**src/rtl/serial_subtractor.sv**
```systemverilog
// rtl/serial_subtractor.sv - bit-serial a - b - borrow_in, LSB first, one full-subtractor cell
// Status flags are registered once on the final shift edge and held until the next result.
module serial_subtractor #(
  parameter int WIDTH = 8
) (
  input  logic             clk,
  input  logic             rst,
  input  logic             start,
  input  logic [WIDTH-1:0] a,
  input  logic [WIDTH-1:0] b,
  input  logic             borrow_in,
  output logic             busy,
  output logic             done,
  output logic [WIDTH-1:0] difference,
  output logic             borrow_out,
  output logic             overflow,
  output logic             zero
);

  localparam int CW = (WIDTH > 2) ? $clog2(WIDTH) : 1;
  localparam logic [CW-1:0] LAST = CW'(WIDTH - 1);

  typedef enum logic [1:0] {
    IDLE  = 2'd0,
    SHIFT = 2'd1,
    DONE  = 2'd2
  } state_t;

  state_t           state;
  logic [WIDTH-1:0] a_sr;
  logic [WIDTH-1:0] b_sr;
  logic [WIDTH-1:0] res_sr;
  logic             br;
  logic [CW-1:0]    cnt;

  logic             d_bit;
  logic             bo_bit;
  logic [WIDTH-1:0] res_next;

  // Full-subtractor cell on the current LSBs and the running borrow.
  always_comb begin
    d_bit    = a_sr[0] ^ b_sr[0] ^ br;
    bo_bit   = (~a_sr[0] & b_sr[0]) | (~(a_sr[0] ^ b_sr[0]) & br);
    res_next = {d_bit, res_sr[WIDTH-1:1]};
  end

  always_ff @(posedge clk) begin
    if (rst) begin
      state      <= IDLE;
      a_sr       <= '0;
      b_sr       <= '0;
      res_sr     <= '0;
      br         <= 1'b0;
      cnt        <= '0;
      busy       <= 1'b0;
      done       <= 1'b0;
      difference <= '0;
      borrow_out <= 1'b0;
      overflow   <= 1'b0;
      zero       <= 1'b0;
    end else begin
      case (state)
        IDLE: begin
          done <= 1'b0;
          busy <= 1'b0;
          if (start) begin
            a_sr   <= a;
            b_sr   <= b;
            br     <= borrow_in;
            res_sr <= '0;
            cnt    <= '0;
            busy   <= 1'b1;
            state  <= SHIFT;
          end
        end
        SHIFT: begin
          a_sr   <= a_sr >> 1;
          b_sr   <= b_sr >> 1;
          res_sr <= res_next;
          br     <= bo_bit;
          cnt    <= cnt + CW'(1);
          if (cnt == LAST) begin
            // br still holds the borrow into the MSB here, so overflow is a single XOR.
            difference <= res_next;
            borrow_out <= bo_bit;
            overflow   <= br ^ bo_bit;
            zero       <= (res_next == '0);
            done       <= 1'b1;
            state      <= DONE;
          end
        end
        DONE: begin
          done  <= 1'b0;
          busy  <= 1'b0;
          state <= IDLE;
        end
        default: begin
          done  <= 1'b0;
          busy  <= 1'b0;
          state <= IDLE;
        end
      endcase
    end
  end

endmodule
```
**config.mk**
```make
export PLATFORM = sky130hd
export DESIGN_NAME = serial_subtractor
export DESIGN_NICKNAME = d
export VERILOG_FILES = /design/src/rtl/serial_subtractor.sv
export SDC_FILE = /design/constraint.sdc
export NUM_CORES = 1
export LEC_CHECK = 0
export BUFFER_PORTS_ARGS = -buffer_cell sky130_fd_sc_hd__buf_2
export CAP_MARGIN = 20
export CORE_MARGIN = 3
export CORE_UTILIZATION = 35
export DETAILED_ROUTE_END_ITERATION = 8
export SETUP_SLACK_MARGIN = 0.3
export SYNTH_ARGS = -nofsm -noshare
export SYNTH_HDL_FRONTEND = slang
export SYNTH_SLANG_ARGS = --single-unit
```
**constraint.sdc**
```tcl
create_clock -name clk -period 2.4 [get_ports clk]
set_input_delay 0.24 -clock clk [delete_from_list [all_inputs] [get_ports clk]]
set_output_delay 0.24 -clock clk [all_outputs]
set_load 0.01 [all_outputs]
```
==> Word-level counts from Yosys, hierarchy flattened <==
Cells that the tools add are included.
{ "classes": {"n_reduce_logical": 7, "add_sub_neg": 1, "eq_ne": 4, "bitwise": 9, "mux": 15} }
{ "ops": {"columns": ["operator", "count"], "rows": [
  ["$pmux 8 s2", 3],
  ["$mux 8", 3],
  ["$logic_not 8->1", 1],
  ["$pmux 3 s2", 1],
  ["$reduce_and 2->1", 3],
  ["$mux 2", 2],
  ["$ne 2x2->1 const B", 2],
  ["$pmux 1 s2", 2],
  ["$pmux 2 s2", 1],
  ["$add 3x1->3 const B", 1],
  ["$eq 3x3->1 const B", 1],
  ["$mux 3", 1],
  ["$not 1->1", 3],
  ["$xor 1x1->1", 3],
  ["$and 1x1->1", 2],
  ["$eq 2x1->1 const B", 1],
  ["$logic_not 2->1", 1],
  ["$mux 1", 2],
  ["$reduce_bool 2->1", 1],
  ["$reduce_or 2->1", 1],
  ["$or 1x1->1", 1]
]} }
{ "totals": {"output_inout_bits": 13, "reg_bits": 43, "word_cells": 48, "input_bits": 20} }

==> Depth between registers and ports, before layout <==
{ "logic_depth": {"ltp_word": 5, "mapped_depth": 6, "mapped_depth_nobuf": 5} }

==> Worst setup path after synthesis <==
No wires, ideal clock.
{ "synth_path": {"kind": "reg2reg", "startpoint": "reg br", "endpoint": "reg zero", "n_path_buf": 0, "path_stages_with_launch": 6, "setup_time_ns": 0.070, "slack_ns": 1.092, "t_arrival_ns": 1.238, "period_less_slack_ns": 1.308, "t_required_ns": 2.330, "cell_sequence": "dfxtp_1 inv_1 fa_1 nor4_1 nand3_1 a21oi_1"} }
{ "synth_between": {"elab_chain_cells": 2} }
{ "synth_rtl": {"columns": ["item", "line", "text"], "rows": [
  ["start: declaration", "33", "logic br;"],
  ["start signal: assignment", "69", "br <= borrow_in;"],
  ["start signal: assignment", "80", "br <= bo_bit;"],
  ["$xor 1x1->1", "42", "d_bit = a_sr[0] ^ b_sr[0] ^ br;"],
  ["via d_bit", "36", "logic d_bit;"],
  ["$logic_not 8->1", "87", "zero <= (res_next == '0);"],
  ["end signal: assignment", "87", null],
  ["end: declaration", "17", "output logic zero"]
]} }
The timed path passes the listed nets, and every way through them passes these cells.
A chain may end at the register's enable or synchronous reset.

==> Worst setup path after layout <==
{ "layout_path": {"startpoint": "reg state[0]", "endpoint": "reg br"} }
{ "layout_between": {"elab_chain_cells": 3, "word_cells_on_any_way": 6, "classes_between": "2 x eq/ne; 1 x mux; 3 x reduce/logical"} }
{ "layout_rtl": {"columns": ["item", "line", "text"], "rows": [
  ["start: declaration", "29", "state_t state;"],
  ["start signal: assignment", "49", "state <= IDLE;"],
  ["start signal: assignment", "73", "state <= SHIFT;"],
  ["start signal: assignment", "89", "state <= DONE;"],
  ["$eq 2x1->1 or $logic_not 2->1 (tied branches)", "62", "case (state)"],
  ["$reduce_bool 2->1 (no line) or $ne 2x2->1 (tied branches)", null, null],
  ["$reduce_and 2->1 (no line)", null, null]
]} }
Several ways; a longest one is shown, not always the timed one.

==> qor.txt <==
skew final: 0.00907 ns
Hold Path Origin: b[3]
area delta synth->final: 13.4%
critical path required time: 2.58 ns
hold depth: 3
status: finished, final reports clean
vias in the first global route: 1,461
Avg WL per Cell: 12.9 um
element type at the critical path end: flip-flop
YS warnings: 0
layout cells sized above 1: 24.6%
CP delay by family, top: simple AND/OR/NAND/NOR gates
Min-Delay Path Class: primary input to flip-flop
R2R Path End: br$_SDFFE_PP0P_
final WL: 3.81 mm
TritonCTS Buffers: 5
Max FO, Critical Path: 18
Core Rows: 25
post-synthesis cell count: 202
DRT iter0 DRCs: 106
final setup violation count: 0
DRC: 0
Synth area leaders: dfxtp_1, nand2_1, a21oi_1
root buf cell: clkbuf_8
Arr. time, crit path: 1.90 ns
WHS Endpoint: b_sr[3]$_SDFFE_PP0P_
TritonCTS clock tree: yes
gpl congestion: 0.699
RSZ-0062 raised after global routing: false
Crit Path Class: flip-flop to flip-flop
Max Transition Viols Final: 0
Worst Setup Start Kind: flip-flop
Initial Utilization: 37.1%
DP Wirelength: 2.60 mm
FF-to-FF setup slack: 0.68 ns
initial antenna violation count: 0
final hold violation count: 0
ANT cells: 0
Worst Reg-to-Reg Cells: 4
Vias/cell: 4.91
CP bufs+invs: 1
Layout Nets: 251
Non-Filler Instances: 295
post-CTS setup buffers: 0
H-Tree Depth: 2
Syn Nets: 225
post-CTS sizing: 0
flops & latches, synth: 42
Peak VDD IR: 0.000246 V
Critical-path top delay cell: and2b_1
port bufs: 32
full die area: 6030 um2
pin count of the biggest net entering global routing: 38
Max-cap violations: 0
post-route ant nets: 0
Min Hold Slack: 0.194 ns
DRT Pass-1 Iters: 4
critical path, cell by cell: and2b_1, buf_4, a221oi_2, o21a_1
slowest stage delay, CP: 0.57 ns
Netlist cell types: 34
Seq/Total Area, Yosys: 46.8%
via count: 1,449
FILL cells: 520
setup TNS: 0 ns
first-pass GRT wire length: 6.69 mm
PD cells: 654 nW/um2
period utilization: 71.6%
reg2reg start: state[0]$_SDFFE_PP0P_
GR Overflow Total: 0
IO Pins: 33
CP Depth: 4
worst rel slew slack: 51.3%
hold buffer count at cts: 0
CTS Buffer Depth: 2
Die Wd: 77.7 um
Fmax: 0.582 GHz
CORE AREA: 4850 um2
Tot GR Track Use: 13.6%
Lkg Pwr: 0.000820 uW
CTS Sinks: 42
Synth Cell Area: 1800 um2
mean cell area of the mapped netlist: 8.90 um2
die outline height: 77.7 um
clock-pin slew of the registers on the worst-case setup and hold paths: 0.08 ns
share of the synthesized area in the top cell type: 46.8%
worst slew pin tran: 0.731 ns
Inst Count DP: 288
Tmin final: 1.72 ns
cell taking the most area after synthesis: dfxtp_1
Clock Latency Late Sink: 0.29 ns
==> sequential cells by signal, summed over array words and instances (netlist names) <==
| name | cells |
|---|---|
| difference | 8 |
| overflow | 1 |
| busy | 1 |
| br | 1 |
| borrow_out | 1 |
| a_sr | 8 |
| res_sr | 7 |
| zero | 1 |
| state | 2 |
| b_sr | 8 |
| done | 1 |
| cnt | 3 |
==> worst max-delay path by stage <==
stage                          start                 to  slack, ns
3_5_place_dp   state[0]$_SDFFE_PP0P_    br$_SDFFE_PP0P_       0.67
2_1_floorplan        br$_SDFFE_PP0P_  zero$_SDFFE_PP0P_       1.09
3_3_place_gp   state[0]$_SDFFE_PP0P_    br$_SDFFE_PP0P_       0.73
4_1_cts        state[0]$_SDFFE_PP0P_    br$_SDFFE_PP0P_       0.65
6_report       state[0]$_SDFFE_PP0P_    br$_SDFFE_PP0P_       0.68
5_1_grt        state[0]$_SDFFE_PP0P_    br$_SDFFE_PP0P_       0.52
==> where the power goes <==
group / total [uW] / switching, uW / internal, uW
Clock: 420 / 220 / 200
Sequential: 749 / 22.0 / 727
Combinational: 164 / 94.8 / 69.1
==> cell families after synthesis <==
group	count (synthesis)	synth area share [%]
buffers and inverters	20	6.54
DFF	42	46.8
and+or+nand+nor	77	18.2
xor gates and xnor gates	1	0.487
AOI/OAI and AO/OA	57	24.4
muxes	2	1.11
adders and majority gates	3	2.51
==> layout by cell type, fill, tap and decap left out <==
| cell | count |
|---|---|
| a211oi_1 | 4 |
| a211oi_2 | 10 |
| a21oi_1 | 26 |
| a221oi_1 | 1 |
| a221oi_2 | 1 |
| a22oi_1 | 9 |
| a311oi_2 | 1 |
| and2b_1 | 1 |
| and3b_1 | 1 |
| buf_2 | 32 |
| buf_4 | 3 |
| clkbuf_1 | 2 |
| clkbuf_8 | 5 |
| dfxtp_1 | 42 |
| fa_1 | 1 |
| ha_1 | 2 |
| inv_1 | 4 |
| mux2i_1 | 2 |
| nand2_1 | 36 |
| nand2b_2 | 1 |
| nand3_1 | 1 |
| nand3b_1 | 1 |
| nor2_1 | 27 |
| nor2b_1 | 3 |
| nor3_1 | 3 |
| nor4_1 | 2 |
| o21a_1 | 1 |
| o21ba_4 | 1 |
| o21bai_2 | 1 |
| o22ai_1 | 2 |
| or2_2 | 1 |
| xnor2_1 | 1 |
==> worst min-delay path: stages <==
cell and delay [ns]:
buf_2 0.09, nand2_1 0.04, a211oi_1 0.05
==> synthesized netlist by cell type, drive strengths merged <==
master / n
a211oi: 14
a21oi: 26
a221oi: 2
a22oi: 9
a311oi: 1
and2b: 1
and3b: 1
buf: 12
clkbuf: 4
dfxtp: 42
fa: 1
ha: 2
inv: 4
mux2i: 2
nand2: 36
nand2b: 1
nand3: 1
nand3b: 1
nor2: 27
nor2b: 3
nor3: 3
nor4: 2
o21a: 1
o21ba: 1
o21bai: 1
o22ai: 2
or2: 1
xnor2: 1
==> cell type report <==
| type | count | area, um2 | area share [%] |
|---|---|---|---|
| inverters | 4 | 15.0 | 0.737 |
| flip-flops and latches | 42 | 841 | 41.3 |
| well taps | 67 | 83.8 | 4.11 |
| repair buffers | 35 | 183 | 8.96 |
| clock buffers | 7 | 76.3 | 3.74 |
| multi-input cells | 140 | 840 | 41.2 |
==> stage by stage <==
step	setup WS [ns]	power (uW)	utilization [%]	area (um2)
floorplan	1.09	891	-	1800
global placement	0.730	927	40.5	1960
detailed placement	0.669	930	40.5	1960
CTS	0.653	1350	42.0	2040
global route	0.525	1400	42.0	2040
finish	0.681	1330	42.0	2040
==> per-layer routing <==
layer,share of wire [%],up-vias,global-route usage [%]
met5,0,-,0
met4,1.4,0,4.45
met3,4.1,6,3.71
met2,44,25,20.8
met1,50,674,18.6
li1,-,744,-
Note: power is estimated with default switching activity, not from simulation.
